**config.mk**
```make
export PLATFORM = sky130hd
export DESIGN_NAME = instruction_fetch_stage
export DESIGN_NICKNAME = d
export VERILOG_FILES = /design/src/rtl/fetch_pkg.sv /design/src/rtl/if_id_register.sv /design/src/rtl/instruction_fetch_stage.sv
export SDC_FILE = /design/constraint.sdc
export NUM_CORES = 1
export LEC_CHECK = 0
export ABC_AREA = 1
export BUFFER_PORTS_ARGS = -buffer_cell sky130_fd_sc_hd__buf_2
export CAP_MARGIN = 20
export CELL_PAD_IN_SITES_DETAIL_PLACEMENT = 0
export CELL_PAD_IN_SITES_GLOBAL_PLACEMENT = 2
export CORE_ASPECT_RATIO = 1.4
export CORE_UTILIZATION = 25
export CTS_BUF_LIST = sky130_fd_sc_hd__clkbuf_2 sky130_fd_sc_hd__clkbuf_4 sky130_fd_sc_hd__clkbuf_8
export DETAILED_ROUTE_END_ITERATION = 8
export PLACE_DENSITY_LB_ADDON = 0.12
export SETUP_SLACK_MARGIN = 0.4
export SYNTH_ARGS = -nofsm -noshare
export SYNTH_HDL_FRONTEND = slang
export SYNTH_SLANG_ARGS = --single-unit
```
**constraint.sdc**
```tcl
create_clock -name clock -period 7.8 [get_ports clock]
set_clock_uncertainty 0.1 [all_clocks]
set_input_delay 0.39 -clock clock [delete_from_list [all_inputs] [get_ports clock]]
set_output_delay 0.39 -clock clock [all_outputs]
set_load 0.005 [all_outputs]
```
**src/rtl/fetch_pkg.sv**
```systemverilog
// Shared fetch-path types and constants for the IF stage, decode and hazard units.
package fetch_pkg;

    localparam int unsigned INSTR_W = 32;
    localparam int unsigned ADDR_W  = 32;

    localparam logic [INSTR_W-1:0] NOP_INSTR = '0;
    localparam logic [ADDR_W-1:0]  PC_STEP   = 32'd4;

    typedef enum logic [1:0] {
        PC_SEQ,
        PC_HOLD,
        PC_BRANCH,
        PC_JUMP
    } nextPcSel_t;

    function automatic logic [ADDR_W-1:0] word_align(input logic [ADDR_W-1:0] addr);
        return {addr[ADDR_W-1:2], 2'b00};
    endfunction

endpackage

```
**src/rtl/if_id_register.sv**
```systemverilog
// IF/ID pipeline register: bubble beats load; with neither asserted the contents hold.
module if_id_register
    import fetch_pkg::*;
#(
    parameter logic [INSTR_W-1:0] BUBBLE_WORD = NOP_INSTR
) (
    input  logic                clock,
    input  logic                reset,
    input  logic                load,
    input  logic                bubble,
    input  logic [INSTR_W-1:0]  instr_in,
    input  logic [ADDR_W-1:0]   pc_plus4_in,
    output logic [INSTR_W-1:0]  instr,
    output logic [ADDR_W-1:0]   pc_plus4,
    output logic                valid
);

    always_ff @(posedge clock or posedge reset) begin
        if (reset) begin
            instr    <= BUBBLE_WORD;
            pc_plus4 <= '0;
            valid    <= 1'b0;
        end else if (bubble) begin
            instr    <= BUBBLE_WORD;
            pc_plus4 <= '0;
            valid    <= 1'b0;
        end else if (load) begin
            instr    <= instr_in;
            pc_plus4 <= pc_plus4_in;
            valid    <= 1'b1;
        end
    end

endmodule

```
**src/rtl/instruction_fetch_stage.sv**
```systemverilog
// MIPS IF stage: owns the PC, selects the next PC and feeds the IF/ID register.
module instruction_fetch_stage
    import fetch_pkg::*;
#(
    parameter logic [ADDR_W-1:0]  RESET_PC  = 32'h0000_0000,
    parameter int unsigned        MEM_BYTES = 512,
    parameter logic [INSTR_W-1:0] NOP_INSTR = fetch_pkg::NOP_INSTR
) (
    input  logic                clock,
    input  logic                reset,
    input  logic                stall,
    input  logic                branchTaken,
    input  logic [ADDR_W-1:0]   branchTarget,
    input  logic                jump,
    input  logic [ADDR_W-1:0]   jumpTarget,
    input  logic [INSTR_W-1:0]  instructionIn,
    output logic [ADDR_W-1:0]   instructionAddress,
    output logic [INSTR_W-1:0]  ifIdInstruction,
    output logic [ADDR_W-1:0]   ifIdPcPlus4,
    output logic                ifIdValid,
    output logic                fetchFault
);

    localparam logic [ADDR_W-1:0] LAST_WORD = ADDR_W'(MEM_BYTES - 4);

    logic [ADDR_W-1:0] pc;
    logic [ADDR_W-1:0] pc_plus4;
    logic [ADDR_W-1:0] next_pc;
    logic              out_of_range;
    logic              load;
    logic              bubble;
    nextPcSel_t        sel;

    assign instructionAddress = pc;
    assign pc_plus4           = pc + PC_STEP;
    assign out_of_range       = (pc > LAST_WORD);

    // Branch resolves in EX so it is older than a jump in ID and wins.
    always_comb begin
        sel = PC_SEQ;
        if (branchTaken)
            sel = PC_BRANCH;
        else if (jump)
            sel = PC_JUMP;
        else if (stall)
            sel = PC_HOLD;
    end

    always_comb begin
        next_pc = pc_plus4;
        load    = 1'b0;
        bubble  = 1'b0;
        unique case (sel)
            PC_BRANCH: begin
                next_pc = word_align(branchTarget);
                bubble  = 1'b1;
            end
            PC_JUMP: begin
                next_pc = word_align(jumpTarget);
                bubble  = 1'b1;
            end
            PC_HOLD: next_pc = pc;
            PC_SEQ: begin
                load   = !out_of_range;
                bubble = out_of_range;
            end
            default: next_pc = pc_plus4;
        endcase
    end

    always_ff @(posedge clock or posedge reset) begin
        if (reset) begin
            pc         <= RESET_PC;
            fetchFault <= 1'b0;
        end else begin
            pc <= next_pc;
            if (sel == PC_SEQ && out_of_range)
                fetchFault <= 1'b1;
        end
    end

    if_id_register #(
        .BUBBLE_WORD (NOP_INSTR)
    ) u_if_id (
        .clock       (clock),
        .reset       (reset),
        .load        (load),
        .bubble      (bubble),
        .instr_in    (instructionIn),
        .pc_plus4_in (pc_plus4),
        .instr       (ifIdInstruction),
        .pc_plus4    (ifIdPcPlus4),
        .valid       (ifIdValid)
    );

endmodule

```
==> impl_metrics.json <==
{
  "ys.flop_type": "dfrtp_1",
  "startpoint_type": "input pin",
  "intPower_mw": 0.7322,
  "cts_resized": 0,
  "endpoint": "instructionAddress[19]$_DFFE_PP0P_",
  "drt_iter0_markers": 190,
  "relSlewSlack": 0.5122,
  "grt_max_degree": 73,
  "ys_types": 35,
  "met3_usage": 0.03235,
  "synth-seq-cells": 95,
  "track_usage": 0.1652,
  "synthTopCellsByArea": "dfrtp_1, nand2_1, nand3_1",
  "dieArea_sq_um": 20410,
  "gp_congestion": 0.7777,
  "synth_edf_count": 0,
  "ir_worst_vdd_mv": 0.06935,
  "fmax_ghz": 0.4665,
  "gr-total-overflow": 0,
  "worstPathMaxFanout": 37,
  "reg2reg_from": "instructionAddress[22]$_DFFE_PP0P_",
  "cap_violations": 0,
  "initial_utilization": 0.2571,
  "die_h_microns": 168.7,
  "yosysTopAreaCellShare": 0.4793,
  "drtPass1Iterations": 5,
  "fillerInstances": 2161,
  "p_seq_frac": 0.513,
  "rsz0062_at_grt": "false",
  "io_pins": 199,
  "end_kind": "flip-flop",
  "cts_buffers": 9,
  "cts_max_level": 3,
  "finalSetupTns_ns": 0,
  "async_flop_share": 1.000,
  "synth_area_sq_um": 4960,
  "rrSetupSlack_ns": 5.90,
  "n_antenna_cell": 0,
  "drive_above_1_share": 0.2985,
  "pwr-share-clk": 0.345,
  "cp.arrival_ns": 2.37,
  "syn_inst": 637,
  "hold_viol": 0,
  "min_period_ns": 2.144,
  "design_area_sq_um": 6391,
  "switchingPower_mw": 0.3167,
  "antenna_found_initial": 0,
  "hold_ws_ns": 0.1202,
  "place_area_sq_um": 6101,
  "tightestPinTransition_ns": 0.7317,
  "cts_root_buf": "clkbuf_8",
  "post-synth-top-count-cell": "nand2_1",
  "synth_top_area_cell": "dfrtp_1",
  "crit_type": "in2reg",
  "ys_seq_area_frac": 0.4793,
  "synthTopCellsByCount": "nand2_1, dfrtp_1, nor2_1, nand3_1, inv_1",
  "dp_slack_ns": 5.173,
  "rows": 60,
  "required_ns": 8.02,
  "grt_pass1_vias": 4530,
  "drc": 0,
  "leakage_nw": 3.413,
  "cts_tree": "built",
  "status": "finished clean",
  "grt.busiest_layer": "met2",
  "r2r.worst_path.cells": 8,
  "p_sw_frac": 0.3019,
  "ys_warn_count": 0,
  "worst_slack_ns": 5.656,
  "slew_violations": 0,
  "ant_nets": 0,
  "avgSynthCellArea_sq_um": 7.786,
  "cts_sinks": 95,
  "critPathLaunch": "branchTaken",
  "totalWireLength_mm": 16.70,
  "pwr-share-comb": 0.142,
  "power.density_nw_per_um2": 164.1,
  "num_vias": 4725,
  "clk_latency_ns": 0.38,
  "period_share": 0.2748,
  "grt_pass1_wl_mm": 25.45,
  "dp_hpwl_mm": 12.15,
  "port_buffers": 192,
  "met2_usage": 0.3034,
  "grtUsageMet1": 0.1930,
  "fin_util": 0.3313,
  "finalSetupViolCount": 0,
  "clockBufferDepth": 2,
  "hp-class": "in2reg",
  "reg2reg_to": "u_if_id.instr[4]$_DFFE_PP0P_",
  "syn_to_final_growth_pct": 28.86,
  "fin_nets": 922,
  "die_w_microns": 121.0,
  "clk_pin_slew_worst_paths_ns": 0.10,
  "routedWlPerCell_microns": 15.57,
  "vias_per_cell": 4.408,
  "coreArea_sq_um": 19290
}
[through the flow]
stage          total power [mW]  std cells
2_1_floorplan            0.6203        638
3_3_place_gp             0.6948       1051
3_5_place_dp             0.6978       1052
4_1_cts                   1.071       1069
5_1_grt                   1.111       1072
6_report                  1.049       1072
[timing repair]
action                                  CTS  global route
buffers inserted                          0             0
hold buffers                              1             0
endpoints found under the setup margin    0             0
endpoints found under the hold margin    23             0
[critical path, stage by stage]
cell and delay [ns]:
buf_2 0.33, nor2_2 0.27, nand2_2 0.13, inv_2 0.49
buf_4 0.52, nand3_1 0.13, nand2_1 0.08
[logic make-up (layout without fill, tap and decap cells)]
family,after synthesis,in the layout,share of synthesized area
compound gates,47,47,0.07164
xor+xnor,11,11,0.01942
fa+ha+maj,2,2,0.005045
buf+inv,89,275,0.08249
flops,95,95,0.4793
other cells,1,2,0.0007561
simple gates,392,392,0.3413
[worst min path at each step]
stage                                        to  cells after the start  slack [ns]                    from
6_report           u_if_id.instr[8]$_DFFE_PP0P_                      3        0.12        instructionIn[8]
2_1_floorplan            fetchFault$_DFFE_PP0P_                      1        0.37  fetchFault$_DFFE_PP0P_
3_5_place_dp   u_if_id.pc_plus4[18]$_DFFE_PP0P_                      2        0.27                   reset
3_3_place_gp   u_if_id.pc_plus4[18]$_DFFE_PP0P_                      2        0.27                   reset
4_1_cts            u_if_id.instr[2]$_DFFE_PP0P_                      3         0.1        instructionIn[2]
5_1_grt            u_if_id.instr[8]$_DFFE_PP0P_                      3         0.1        instructionIn[8]
[final cells by class]
type	count	area, sq um	share of cell area
inverters	59	225.2	0.03524
clock buffers	10	137.6	0.02153
clock inverters	6	75.07	0.01175
repair buffers	200	1089	0.1703
flip-flops and latches	95	2377	0.3720
well taps	248	310.3	0.04855
multi-input cells	454	2177	0.3406
[power by group through the flow]
stage               combinational, mW  sequential, mW  clock [mW]
floorplan                      0.0805           0.540           0
global placement                0.146           0.548           0
detailed placement              0.149           0.548           0
CTS                             0.150           0.539       0.382
global route                    0.168           0.542       0.401
finish                          0.149           0.538       0.362
[cell usage in the layout, fill, tap and decap left out, types with 2 or more instances in the layout]
master,count
nand2_1,216
buf_16,2
nor2_4,5
inv_1,55
a221oi_1,13
xor2_1,6
xnor2_1,5
nand2_2,5
buf_4,3
o21ai_0,4
buf_12,2
buf_2,192
conb_1,2
nand3_1,65
dfrtp_1,95
a21oi_1,6
inv_2,2
nand3_2,10
o211ai_1,2
clkbuf_8,10
nor2_2,2
a22o_1,6
ha_1,2
nand3b_1,2
inv_6,2
nor2_1,83
a22oi_1,11
[layer usage]
metal | routed length, microns | part of all wire
met1 | 6805 | 0.41
met5 | 0 | 0
met3 | 866 | 0.052
met2 | 8878 | 0.53
met4 | 144 | 0.0086
[registers in the layout (all words and copies together) (netlist names)]
| name | flops |
|---|---|
| fetchFault | 1 |
| u_if_id.instr | 32 |
| u_if_id.pc_plus4 | 31 |
| u_if_id.valid | 1 |
| instructionAddress | 30 |
(Power assumes the default switching activity.)
